**config.mk**
```make
export PLATFORM = sky130hd
export DESIGN_NAME = uart1_tx
export DESIGN_NICKNAME = d
export VERILOG_FILES = /design/src/rtl/uart1_tx.sv
export SDC_FILE = /design/constraint.sdc
export NUM_CORES = 1
export LEC_CHECK = 0
export ABC_AREA = 1
export CAP_MARGIN = 0
export CORE_ASPECT_RATIO = 0.75
export CORE_UTILIZATION = 56
export CTS_CLUSTER_DIAMETER = 40
export CTS_CLUSTER_SIZE = 12
export DETAILED_ROUTE_END_ITERATION = 7
export PLACE_DENSITY = 0.79
export SYNTH_ARGS = -nofsm -noshare
export SYNTH_HDL_FRONTEND = slang
export SYNTH_SLANG_ARGS = --single-unit
```
**constraint.sdc**
```tcl
create_clock -name clk -period 1.7 [get_ports clk]
set_input_delay 0.51 -clock clk [delete_from_list [all_inputs] [get_ports clk]]
set_output_delay 0.51 -clock clk [all_outputs]
set_load 0.02 [all_outputs]
```
**src/rtl/uart1_tx.sv**
```systemverilog
// uart1_tx - configurable UART transmit serializer.
//
// Captures a byte and its frame configuration when a request arrives in IDLE.
// It then shifts out start, data (LSB first), optional parity, stop and
// optional idle-gap bit periods on a registered serial line that idles high.
//
// Parameters:
//   CLKS_PER_BIT  clock cycles per serial bit period (>= 2)
//
// Ports:
//   clk         system clock, all state changes on the rising edge
//   rst         asynchronous active-low reset
//   idle_bit    number of forced idle (high) bit periods after the stop bits, 0-3
//   start_bit   0 = no request, 1-3 = request a frame with that many start bits
//   tx1         data byte to send
//   parity_bit  00 none, 01 even, 10 odd, 11 forced 0
//   stop_bit    00/01 one stop bit, 10/11 two stop bits
//   serial_out  serial line, idles high
module uart1_tx #(
    parameter int CLKS_PER_BIT = 4
) (
    input  logic       clk,
    input  logic       rst,
    input  logic [1:0] idle_bit,
    input  logic [1:0] start_bit,
    input  logic [7:0] tx1,
    input  logic [1:0] parity_bit,
    input  logic [1:0] stop_bit,
    output logic       serial_out
);

    localparam int CW = (CLKS_PER_BIT > 1) ? $clog2(CLKS_PER_BIT) : 1;

    typedef enum logic [2:0] {
        IDLE,
        START,
        DATA,
        PARITY,
        STOP,
        GAP
    } state_t;

    state_t        state;
    logic [CW-1:0] clk_cnt;
    logic [2:0]    bit_idx;
    logic [1:0]    per_cnt;
    logic [7:0]    shift_reg;
    logic [1:0]    start_lat;
    logic [1:0]    parity_lat;
    logic [1:0]    stop_lat;
    logic [1:0]    idle_lat;
    logic          parity_val;

    logic          bit_end;
    logic [1:0]    stop_last;

    // bit_end marks the last clock of the current bit period.
    // stop_last is the index of the final stop-bit period.
    always_comb begin
        bit_end   = (clk_cnt == CW'(CLKS_PER_BIT - 1));
        stop_last = (stop_lat >= 2'd2) ? 2'd1 : 2'd0;
    end

    // Frame sequencer. serial_out is registered: each transition edge loads
    // the level of the bit period that begins on that edge. The parity bit
    // is computed at capture time because the shift register is consumed
    // while the data bits go out.
    always_ff @(posedge clk or negedge rst) begin
        if (!rst) begin
            state      <= IDLE;
            serial_out <= 1'b1;
            clk_cnt    <= '0;
            bit_idx    <= '0;
            per_cnt    <= '0;
            shift_reg  <= '0;
            start_lat  <= '0;
            parity_lat <= '0;
            stop_lat   <= '0;
            idle_lat   <= '0;
            parity_val <= 1'b0;
        end else begin
            case (state)
                IDLE: begin
                    serial_out <= 1'b1;
                    clk_cnt    <= '0;
                    bit_idx    <= '0;
                    per_cnt    <= '0;
                    if (start_bit != 2'd0) begin
                        shift_reg  <= tx1;
                        start_lat  <= start_bit;
                        parity_lat <= parity_bit;
                        stop_lat   <= stop_bit;
                        idle_lat   <= idle_bit;
                        case (parity_bit)
                            2'b01:   parity_val <= ^tx1;
                            2'b10:   parity_val <= ~^tx1;
                            default: parity_val <= 1'b0;
                        endcase
                        serial_out <= 1'b0;
                        state      <= START;
                    end
                end

                START: begin
                    if (bit_end) begin
                        clk_cnt <= '0;
                        if (per_cnt == start_lat - 2'd1) begin
                            per_cnt    <= '0;
                            serial_out <= shift_reg[0];
                            state      <= DATA;
                        end else begin
                            per_cnt <= per_cnt + 2'd1;
                        end
                    end else begin
                        clk_cnt <= clk_cnt + CW'(1);
                    end
                end

                DATA: begin
                    if (bit_end) begin
                        clk_cnt <= '0;
                        if (bit_idx == 3'd7) begin
                            bit_idx <= '0;
                            if (parity_lat != 2'b00) begin
                                serial_out <= parity_val;
                                state      <= PARITY;
                            end else begin
                                serial_out <= 1'b1;
                                state      <= STOP;
                            end
                        end else begin
                            bit_idx    <= bit_idx + 3'd1;
                            shift_reg  <= shift_reg >> 1;
                            serial_out <= shift_reg[1];
                        end
                    end else begin
                        clk_cnt <= clk_cnt + CW'(1);
                    end
                end

                PARITY: begin
                    if (bit_end) begin
                        clk_cnt    <= '0;
                        serial_out <= 1'b1;
                        state      <= STOP;
                    end else begin
                        clk_cnt <= clk_cnt + CW'(1);
                    end
                end

                STOP: begin
                    if (bit_end) begin
                        clk_cnt <= '0;
                        if (per_cnt == stop_last) begin
                            per_cnt    <= '0;
                            serial_out <= 1'b1;
                            state      <= (idle_lat != 2'd0) ? GAP : IDLE;
                        end else begin
                            per_cnt <= per_cnt + 2'd1;
                        end
                    end else begin
                        clk_cnt <= clk_cnt + CW'(1);
                    end
                end

                GAP: begin
                    if (bit_end) begin
                        clk_cnt <= '0;
                        if (per_cnt == idle_lat - 2'd1) begin
                            per_cnt    <= '0;
                            serial_out <= 1'b1;
                            state      <= IDLE;
                        end else begin
                            per_cnt <= per_cnt + 2'd1;
                        end
                    end else begin
                        clk_cnt <= clk_cnt + CW'(1);
                    end
                end

                default: begin
                    serial_out <= 1'b1;
                    clk_cnt    <= '0;
                    bit_idx    <= '0;
                    per_cnt    <= '0;
                    state      <= IDLE;
                end
            endcase
        end
    end

endmodule

```
==> metrics.cfg <==
[synth]
synth_cell_types = 29
syn_inst = 261
ys.flop_type = dfrtp_1
synth_enable_flop_cells = 0
ys.warnings.count = 0
yosysMostFrequentCell = nand2_1
synth_seq_cells = 27
synthArstFlopShare = 1.00
synth_area_leaders = dfrtp_1 36%, nand2_1 21%, inv_1 8.2%, o21ai_0 5.0%, ha_1 3.5%
synth_top_area_share = 0.364
yosys-top-cells-count = 99 x nand2_1, 39 x inv_1, 26 x dfrtp_1
avgSynthCellArea_um2 = 6.85
netlist_area_um2 = 1790
synth_top_area_cell = dfrtp_1
yosysSeqAreaShare = 0.379
syn_nets = 284

[floorplan]
coreArea_um2 = 3000
dieHeight_um = 50.9
die_w_um = 67.2
num_rows = 17
start_util = 0.596
pin_count = 19
die-area_um2 = 3430

[placement]
port_buffers = 17
place_area_um2 = 2060
dp_hpwl_mm = 2.82
routabilityCongestion = 0.882
dp.cells = 324

[cts]
clkSlewWorstSetupHoldPaths_ps = 90
tritoncts = yes
numCtsBuffers = 3
h-tree-depth = 1
cts_buffer_depth = 2
clkSinkCount = 27
clk_latency_ps = 270
cts-root-buf = clkbuf_8

[hold_path]
hold_class = flop to flop

[timing]
max_freq_mhz = 609
setup_viol = 0
fin_crit_ps = 1640
fin_crit_sh = 0.965
finalHoldViolations = 0
slew_violations = 0
rsz0062_at_grt = true
holdWs_ps = 471
slew_headroom = 0.770
worst_slew_pin_slew_ps = 346
finalSetupTns_ps = 0
skew_ps = 2.37

[route]
totalWireLength_mm = 3.67
via_count = 1661
vias_per_cell = 5.03
dr.pass1.iters = 4
drtIter0Drc = 72
drt_drc_violations_left = 0
postRouteAntennaNets = 0
wl_per_cell_um = 11.1

[worst_setup_path]
cp_max_fo = 2
required_ps = 1190
regToRegSetupSlack_ps = 130
r2r-start = state[0]
cp-endpoint = serial_out
cp-startpoint = serial_out
crit_type = flop to output port
arrival_ps = 1130
cp.depth = 1
critical_path.top_delay_family = flip-flops
endpoint_kind = output port
slowest_stage = dfstp_2
crit_chain = dlygate4sd2_1
rr_worst_depth = 8
crit_buf_inv = 1
reg2reg_to = shift_reg[3]
start_kind = flop
slowest_delay_ps = 540

[finish]
final_core_util = 0.711
fill_cells = 249
final_cell_area_um2 = 2130
final-seq-area_um2 = 677
largest_reg_flops = 8
diodes = 0
multi_input_area_um2 = 913
fin_nets = 316
area_delta_synth_final_pct = 19.3
instances_no_fill = 330
drive_gt1_frac = 0.144

[pwr]
p_per_area_nw_per_um2 = 1610
max-vdd-ir-drop_v = 0.00109
leakage_nw = 1.20

[grt]
grt_usage = 0.241
grt_pass1_wl_mm = 6.30
grt_pass1_vias = 1508
grt_max_degree = 28
grt.overflow.total = 0
antenna_found_initial = 0

[run_status]
status = complete, no violations

[run]
maxCapViolCount = 0

-- where the power goes --
| part | switching [mW] | internal (mW) | leakage [nW] |
|---|---|---|---|
| sequential | 0.170 | 0.941 | 0.338 |
| clock | 0.191 | 0.164 | 0.0255 |
| combinational | 1.19 | 0.788 | 0.835 |
| total | 1.55 | 1.89 | 1.20 |
-- cells in the final DEF, fill, tap and decap left out --
| master | n |
|---|---|
| buf_4 | 16 |
| dlygate4sd2_1 | 1 |
| dfstp_2 | 1 |
| inv_1 | 39 |
| nand4_1 | 3 |
| o21ai_2 | 2 |
| clkdlybuf4s50_1 | 15 |
| o21ai_1 | 8 |
| nand2_2 | 5 |
| nor3_2 | 1 |
| a21oi_1 | 3 |
| xnor2_1 | 1 |
| o21a_1 | 2 |
| nor2_4 | 2 |
| xor2_1 | 1 |
| or2_2 | 3 |
| dfrtp_1 | 26 |
| o21ai_0 | 18 |
| nand3_2 | 1 |
| nor2_8 | 1 |
| nand3b_1 | 1 |
| ha_1 | 4 |
| or2_1 | 1 |
| ha_2 | 1 |
| clkbuf_8 | 3 |
| nand2_1 | 98 |
| nor2_1 | 14 |
| inv_2 | 3 |
| clkinv_2 | 1 |
| dlymetal6s2s_1 | 1 |
| nor2_2 | 2 |
| o211ai_1 | 2 |
| nand3_1 | 12 |
-- metrics by stage --
stage,setup slack (ps),power (mW)
final,59.1,3.44
after global routing,-29.4,3.81
after CTS,4.31,3.37
after detailed placement,-123,3.01
after global placement,-122,2.94
after floorplan,210,2.56
-- cells by family after synthesis --
family                   Yosys count  share of synthesized area
flip-flops                        27                      0.379
XOR/XNOR                           2                    0.00980
buffers and inverters             48                      0.118
AND/OR/NAND/NOR                  144                      0.351
adder cells (fa/ha/maj)            5                     0.0350
AO/OA/AOI/OAI                     35                      0.108
-- timing repair --
action                     in CTS  in global routing
setup endpoints to repair       1                 10
hold endpoints to repair        0                  0
buffers inserted                0                  2
hold buffers                    0                  0
pin swaps                       0                  2
gates resized for setup         1                  5
-- per-layer routing --
metal / GRT usage / wire length [µm]
met1: 0.343 / 1900
met2: 0.383 / 1620
met3: 0.0491 / 126
met4: 0.0355 / 28
met5: 0 / 0
-- how the worst min path moves through the flow --
stage	startpoint	endpoint	cells after the start
2_1_floorplan	rst	bit_idx[0]	0
3_3_place_gp	parity_lat[1]	parity_lat[1]	2
3_5_place_dp	parity_lat[1]	parity_lat[1]	2
4_1_cts	parity_lat[1]	parity_lat[1]	2
5_1_grt	serial_out	serial_out	2
6_report	parity_lat[1]	parity_lat[1]	2
-- area by class of cell --
type / instances / area share
multi-input cells: 186 / 0.428
well taps: 38 / 0.0223
repair buffers: 33 / 0.137
clock inverters: 1 / 0.00235
flip-flops and latches: 27 / 0.317
inverters: 42 / 0.0739
clock buffers: 3 / 0.0194
(Power assumes the default switching activity.)
